File: src/rtl/xgmii_tx_arb.sv
// Frame-granular round-robin arbiter that shares one XGMII transmit link between two sources,
// with a registered output stage, a forced inter-frame gap and start/length watchdogs.
module xgmii_tx_arb #(
  parameter int IFG_CYCLES    = 2,
  parameter int MAX_WORDS     = 190,
  parameter int START_TIMEOUT = 16
) (
  input  logic        xgmii_clk,
  input  logic        sys_rst,
  input  logic [1:0]  en,
  input  logic        s0_req,
  input  logic        s1_req,
  output logic        s0_gnt,
  output logic        s1_gnt,
  input  logic [63:0] s0_txd,
  input  logic [7:0]  s0_txc,
  input  logic [63:0] s1_txd,
  input  logic [7:0]  s1_txc,
  output logic [63:0] xgmii_txd,
  output logic [7:0]  xgmii_txc,
  output logic [15:0] frame_cnt0,
  output logic [15:0] frame_cnt1,
  output logic [7:0]  abort_cnt,
  output logic        busy
);

  localparam logic [1:0] IDLE     = 2'd0;
  localparam logic [1:0] WAIT_SOF = 2'd1;
  localparam logic [1:0] SEND     = 2'd2;
  localparam logic [1:0] GAP      = 2'd3;

  localparam logic [63:0] IDLE_TXD  = 64'h0707070707070707;
  localparam logic [7:0]  IDLE_TXC  = 8'hFF;
  localparam logic [63:0] ABORT_TXD = 64'h07070707070707FD;

  localparam int WCW = $clog2(MAX_WORDS + 1);
  localparam int TOW = $clog2(START_TIMEOUT + 1);
  localparam int GW  = $clog2(IFG_CYCLES + 1);

  // word_cnt holds the number of the word last forwarded, so the abort replaces word MAX_WORDS.
  localparam logic [WCW-1:0] WORD_LAST = WCW'(MAX_WORDS - 1);
  localparam logic [TOW-1:0] TMO_LOAD  = TOW'(START_TIMEOUT - 1);
  localparam logic [GW-1:0]  GAP_LOAD  = GW'(IFG_CYCLES - 1);

  logic [1:0]     state;
  logic           last;
  logic [WCW-1:0] word_cnt;
  logic [TOW-1:0] tmo_cnt;
  logic [GW-1:0]  gap_cnt;

  logic        req0;
  logic        req1;
  logic        pick1;
  logic [63:0] cur_txd;
  logic [7:0]  cur_txc;
  logic        is_sof;
  logic        is_term;

  assign req0 = s0_req & en[0];
  assign req1 = s1_req & en[1];
  // On a tie the source that was not served last wins.
  assign pick1 = req1 & (~req0 | ~last);

  assign cur_txd = s1_gnt ? s1_txd : s0_txd;
  assign cur_txc = s1_gnt ? s1_txc : s0_txc;
  assign is_sof  = cur_txc[0] && (cur_txd[7:0] == 8'hFB);
  assign busy    = (state != IDLE);

  always_comb begin
    is_term = 1'b0;
    for (int i = 0; i < 8; i++) begin
      if (cur_txc[i] && (cur_txd[8*i +: 8] == 8'hFD)) is_term = 1'b1;
    end
  end

  always_ff @(posedge xgmii_clk) begin
    if (sys_rst) begin
      state      <= IDLE;
      last       <= 1'b1;
      s0_gnt     <= 1'b0;
      s1_gnt     <= 1'b0;
      word_cnt   <= '0;
      tmo_cnt    <= '0;
      gap_cnt    <= '0;
      frame_cnt0 <= 16'd0;
      frame_cnt1 <= 16'd0;
      abort_cnt  <= 8'd0;
      xgmii_txd  <= IDLE_TXD;
      xgmii_txc  <= IDLE_TXC;
    end else begin
      case (state)
        IDLE: begin
          xgmii_txd <= IDLE_TXD;
          xgmii_txc <= IDLE_TXC;
          if (req0 | req1) begin
            s0_gnt  <= ~pick1;
            s1_gnt  <= pick1;
            last    <= pick1;
            tmo_cnt <= TMO_LOAD;
            state   <= WAIT_SOF;
          end
        end
        WAIT_SOF: begin
          if (is_sof) begin
            xgmii_txd <= cur_txd;
            xgmii_txc <= cur_txc;
            word_cnt  <= WCW'(1);
            state     <= SEND;
          end else begin
            xgmii_txd <= IDLE_TXD;
            xgmii_txc <= IDLE_TXC;
            if (tmo_cnt == '0) begin
              s0_gnt <= 1'b0;
              s1_gnt <= 1'b0;
              state  <= IDLE;
            end else begin
              tmo_cnt <= tmo_cnt - TOW'(1);
            end
          end
        end
        SEND: begin
          word_cnt <= word_cnt + WCW'(1);
          if (is_term) begin
            xgmii_txd <= cur_txd;
            xgmii_txc <= cur_txc;
            if (s1_gnt) frame_cnt1 <= frame_cnt1 + 16'd1;
            else        frame_cnt0 <= frame_cnt0 + 16'd1;
            s0_gnt  <= 1'b0;
            s1_gnt  <= 1'b0;
            gap_cnt <= GAP_LOAD;
            state   <= GAP;
          end else if (word_cnt == WORD_LAST) begin
            xgmii_txd <= ABORT_TXD;
            xgmii_txc <= IDLE_TXC;
            if (abort_cnt != 8'hFF) abort_cnt <= abort_cnt + 8'd1;
            s0_gnt  <= 1'b0;
            s1_gnt  <= 1'b0;
            gap_cnt <= GAP_LOAD;
            state   <= GAP;
          end else begin
            xgmii_txd <= cur_txd;
            xgmii_txc <= cur_txc;
          end
        end
        GAP: begin
          xgmii_txd <= IDLE_TXD;
          xgmii_txc <= IDLE_TXC;
          if (gap_cnt == '0) state <= IDLE;
          else               gap_cnt <= gap_cnt - GW'(1);
        end
        default: begin
          xgmii_txd <= IDLE_TXD;
          xgmii_txc <= IDLE_TXC;
          state     <= IDLE;
        end
      endcase
    end
  end

endmodule

File: config.mk
export PLATFORM = sky130hd
export DESIGN_NAME = xgmii_tx_arb
export DESIGN_NICKNAME = d
export VERILOG_FILES = /design/src/rtl/xgmii_tx_arb.sv
export SDC_FILE = /design/constraint.sdc
export NUM_CORES = 1
export LEC_CHECK = 0
export ABC_CLOCK_PERIOD_IN_PS = 3170
export BUFFER_PORTS_ARGS = -buffer_cell sky130_fd_sc_hd__buf_2
export CORE_MARGIN = 3
export CORE_UTILIZATION = 48
export DETAILED_ROUTE_END_ITERATION = 6
export GPL_TIMING_DRIVEN = 0
export PLACE_DENSITY_LB_ADDON = 0.25
export SLEW_MARGIN = 20
export SYNTH_ARGS = -nofsm -noshare
export SYNTH_HDL_FRONTEND = slang
export SYNTH_SLANG_ARGS = --single-unit
File: constraint.sdc
create_clock -name xgmii_clk -period 3.17 [get_ports xgmii_clk]
set_clock_uncertainty 0.15 [all_clocks]
set_input_delay 0.317 -clock xgmii_clk [delete_from_list [all_inputs] [get_ports xgmii_clk]]
set_output_delay 0.317 -clock xgmii_clk [all_outputs]
set_load 0.1 [all_outputs]
After elaboration in Yosys (flattened, before gate mapping)
Cells that the tools add are included.

operators by class
  add/sub/neg operators = 6
  reductions and logical operators = 27
  equal/unequal tests = 23
  bitwise gates (word level) = 10
  muxes and demuxes = 43

operators with widths
  operator               count
  $mux 64                4
  $pmux 64 s3            1
  $eq 8x8->1 const B     10
  $mux 8                 5
  $add 16x1->16 const B  2
  $pmux 8 s3             1
  $mux 2                 9
  $add 8x1->8 const B    2
  $pmux 8 s2             1
  $mux 5                 3
  $mux 1                 14
  $ne 2x2->1 const B     7
  $reduce_and 4->1       3
  $pmux 5 s2             1
  $logic_and 1x1->1      9
  $reduce_and 3->1       3
  $ne 8x8->1 const B     1
  $pmux 2 s4             1
  $reduce_bool 2->1      4
  $ne 3x3->1 const B     2
  $pmux 1 s3             2
  $logic_not 5->1        1
  $not 1->1              5
  $reduce_and 5->1       1
  other kinds (11)       17

word-level totals
  input port bits = 150
  logic and storage cells = 121
  register bits after elaboration = 132
  output and inout bits = 115

Longest topological paths before layout
  depth in word-level cells = 13
  gate-level depth with buffers = 12

Least setup slack after synthesis
Ideal clock, no wire load.

  kind = register to register
  start point = reg s1_gnt
  end point = reg abort_cnt[7]
  path slack = -0.006 ns
  cell stages (with the launch flop) = 10
  buffers on the path = 2
  library setup time = 0.123 ns
  period minus slack after synthesis = 3.176 ns
  arrival time = 2.902 ns
  path through = dfxtp_1 buf_6 buf_2 nand4b_1 nor2_1 o211ai_1 nand4_4 nor4_2 and4_1 mux2_1

on the way
  cells in the longest elaborated chain, start to end = 13
  elaborated cells between the ends (all ways) = 28
  classes of those cells = 8 x eq/ne; 10 x mux; 1 x bitwise; 9 x reduce/logical

ends and longest elaborated chain
  item                                   RTL line  source
  start: declaration                     14        output logic s1_gnt,
  start signal: assignment               97        s1_gnt <= pick1;
  $mux 64                                64        assign cur_txd = s1_gnt ? s1_txd : s0_txd;
  $eq 8x8->1                             72        if (cur_txc[i] && (cur_txd[8*i +: 8] == 8'hFD)) is_term = 1'b1;
  $logic_and 1x1->1                      72
  $mux 1 (7 in a row)                    72
  $mux 1 (*)                             72
  $not 1->1 (no source line) (*)         --
  $reduce_and 4->1 (no source line) (*)  --
  end signal: assignment                 135       if (abort_cnt != 8'hFF) abort_cnt <= abort_cnt + 8'd1;
  end: declaration                       23        output logic [7:0] abort_cnt,

Mark *: on every way between the ends. The rest lies on a longest branch, timed or not.
A chain may end at the register's enable or synchronous reset.

Final worst setup path
  start point = reg s1_gnt
  end point = reg frame_cnt1[3]

on the way
  cells in the longest elaborated chain, start to end = 12
  elaborated cells between the ends (all ways) = 27
  classes of those cells = 8 x eq/ne; 10 x mux; 9 x reduce/logical

ends and longest elaborated chain
  item                                   RTL line  source
  $mux 64                                64
  $eq 8x8->1                             72
  $logic_and 1x1->1                      72
  $mux 1 (8 in a row)                    72
  $reduce_and 3->1 (no source line) (*)  --
  end signal: assignment                 126       if (s1_gnt) frame_cnt1 <= frame_cnt1 + 16'd1;
  end: declaration                       22        output logic [15:0] frame_cnt1,

Marked as above.

==> results.yml <==
final_layout:
  utilization: 0.686
  syn2layout_area_growth_pct: 39.4
  fin_cells: 1193
  fin_nets: 1168
  post_route_cells_drive_above_1_share: 0.328
  mostFrequentLayoutCell: "buf_2"
  final_cell_mix: "271 x buf_2, 131 x dfxtp_1, 77 x nor2_1"
synth:
  ys_warn_count: 0
  syn_nets: 860
  syn_area_per_cell_um2: 8.94
  synthCells: 698
  ys_seq_area_frac: 0.424
  syn-cell-area_mm2: 0.00624
  yosysUniqueCellTypes: 61
  synth-main-ff-cell: "dfxtp_1"
  synth_edf_count: 0
  synthArstFlopShare: 0
  ys_ff_latch: 132
sta:
  fin_crit_sh: 0.925
  relSlewSlack: 0.382
  final_max_slew_viol_count: 0
  timing.final.crit_period_ns: 2.93
  rsz0062_at_grt: "no"
  hold_violations: 0
  max_slew.worst_pin.slew_ns: 0.927
  setup_tns_ns: 0
  setup_viol: 0
  timing.final.ws_setup_ns: 0.239
  max_clock_freq_mhz: 341
clock_tree:
  insertion_delay_ns: 0.42
  cts.sinks: 132
  clockBufferDepth: 2
  clk_pin_slew_ns: 0.05
  cts_root_buffer: "clkbuf_16"
  cts_tree: "built"
  cts_made_buffers: 17
  htree_levels: 4
worst_hold_path:
  min_path_type: "input port to flip-flop"
  hold_path_startpoint: "s0_txd[51]"
  whs_path_depth: 3
power:
  p_per_area_mw_per_mm2: 593
  power.total_mw: 5.15
  power.leakage_nw: 3.67
  peakVddDrop_mv: 0.561
setup_path:
  cp_common_cell: "buf_6"
  cp_slowest_stage_delay_ns: 0.49
  path_cells: "buf_6 -> buf_6 -> clkbuf_4 -> nand4_1 -> nand2_1 -> o211ai_1 -> nand4_4 -> buf_4 -> o211ai_4 -> buf_6 -> or4b_1 -> a21oi_1"
  cp-start-kind: "flip-flop"
  r2r_start: "s1_gnt"
  cp-end-kind: "flip-flop"
  worst-path-max-fanout: 10
  cp-startpoint: "s1_gnt"
  cp.required_ns: 3.36
  r2r_cells: 12
  critPathArrivalTime_ns: 3.12
  worstSetupPathType: "flip-flop to flip-flop"
  critPathSlowestCell: "or4b_1"
place:
  dp.cells: 1133
  place_ws_ns: -0.0170
  dpl.hpwl_um: 16100
  port_buffers: 263
  gp_congestion: 0.948
global_route:
  grt_pass1_wl_um: 33500
  grt_pass1_vias: 6318
  grt.overflow.total: 0
  grt_max_degree: 17
  antenna_found_initial: 2
  grt.total_usage: 0.298
routing:
  final_antenna_net_count: 0
  via_per_inst: 5.56
  drtIter0Drc: 589
  wl_per_cell_um: 18.4
  routed_wl_um: 22000
  vias: 6635
  drt-pass1-iter-count: 5
  drc: 0
floorplanning:
  row_count: 41
  core_mm2: 0.0127
  die_y_um: 120
  start_util: 0.492
  die-area_mm2: 0.0144
  die_x_um: 120
  io-pin-count: 265
run:
  maxCapViolCount: 0
run_status:
  status: "completed"
==> through the flow <==
| step | area (µm²) | hold slack, ns |
|---|---|---|
| after floorplan | 6240 | 0.288 |
| after global placement | 7770 | 0.298 |
| after detailed placement | 7770 | 0.296 |
| after CTS | 8620 | 0.000467 |
| after global routing | 8690 | 0.0155 |
| final | 8690 | 0.0104 |
==> critical path: cells and delay by family (launching register included) <==
kind | cells | cell delay (ns)
buffers and inverters | 5 | 0.92
AND/OR/NAND/NOR | 4 | 0.95
flip-flops | 1 | 0.34
AO/OA/AOI/OAI | 3 | 0.48
==> synth_stat cells, types with 10 or more instances <==
cell / n / share of area
dfxtp_1: 132 / 0.42
nor2_1: 77 / 0.046
mux2i_1: 66 / 0.11
o21ai_0: 55 / 0.044
nand2_1: 43 / 0.026
a21oi_1: 33 / 0.026
nand3_1: 22 / 0.018
inv_1: 21 / 0.013
nand4_1: 20 / 0.020
clkbuf_1: 19 / 0.011
or3_1: 13 / 0.013
ha_1: 12 / 0.024
or4_1: 12 / 0.014
nand4b_1: 11 / 0.015
nor2b_1: 11 / 0.011
o31ai_1: 11 / 0.013
buf_2: 10 / 0.0080
==> worst paths after layout <==
check / to / slack [ns]
max: frame_cnt1[3] / 0.24
min: xgmii_txd[51] / 0.01
max reg2reg: frame_cnt1[3] / 0.24
min reg2reg: s0_gnt / 0.31
==> final cells by class <==
type                       count  area [µm²]
buffer                        36         181
clock buffer                  19         443
fill                        1022        3980
sequential                   132        2640
timing repair buffer         289        1580
clock inverter                13         183
multi-input combinational    509        3370
tap                          172         215
antenna                        2        5.00
inverter                      21        78.8
==> registers in the layout, summed over array words and instances (netlist names), 2 cells and up, named ones only <==
name,count
gap_cnt,2
tmo_cnt,5
abort_cnt,8
word_cnt,8
frame_cnt1,16
frame_cnt0,16
xgmii_txc,8
xgmii_txd,64
==> layer usage <==
metal / up-vias / global-route usage / wire (µm)
li1: 3138 / - / -
met1: 3112 / 0.349 / 8610
met2: 315 / 0.503 / 10800
met3: 70 / 0.0834 / 1680
met4: 0 / 0.140 / 906
met5: - / 0 / 0
==> cell families after synthesis <==
kind of cell / share of synthesized area
simple gates: 0.234
compound gates: 0.141
flops: 0.424
mux: 0.113
buf+inv: 0.0405
xor+xnor: 0.0239
fa+ha+maj: 0.0241
==> power by group <==
group / total [mW] / internal [mW] / switching, mW
registers: 1.80 / 1.75 / 0.0420
logic: 1.29 / 0.353 / 0.933
clock network: 2.07 / 1.33 / 0.737
==> repair_timing <==
action                                  CTS  global route
pin swaps                                 0             4
endpoints found under the setup margin    3            48
setup buffers                             0             5
hold buffers                             21             0
gates cloned                              0             0
endpoints found under the hold margin    14             0
resized for setup                         1             8
(Power assumes the default switching activity.)
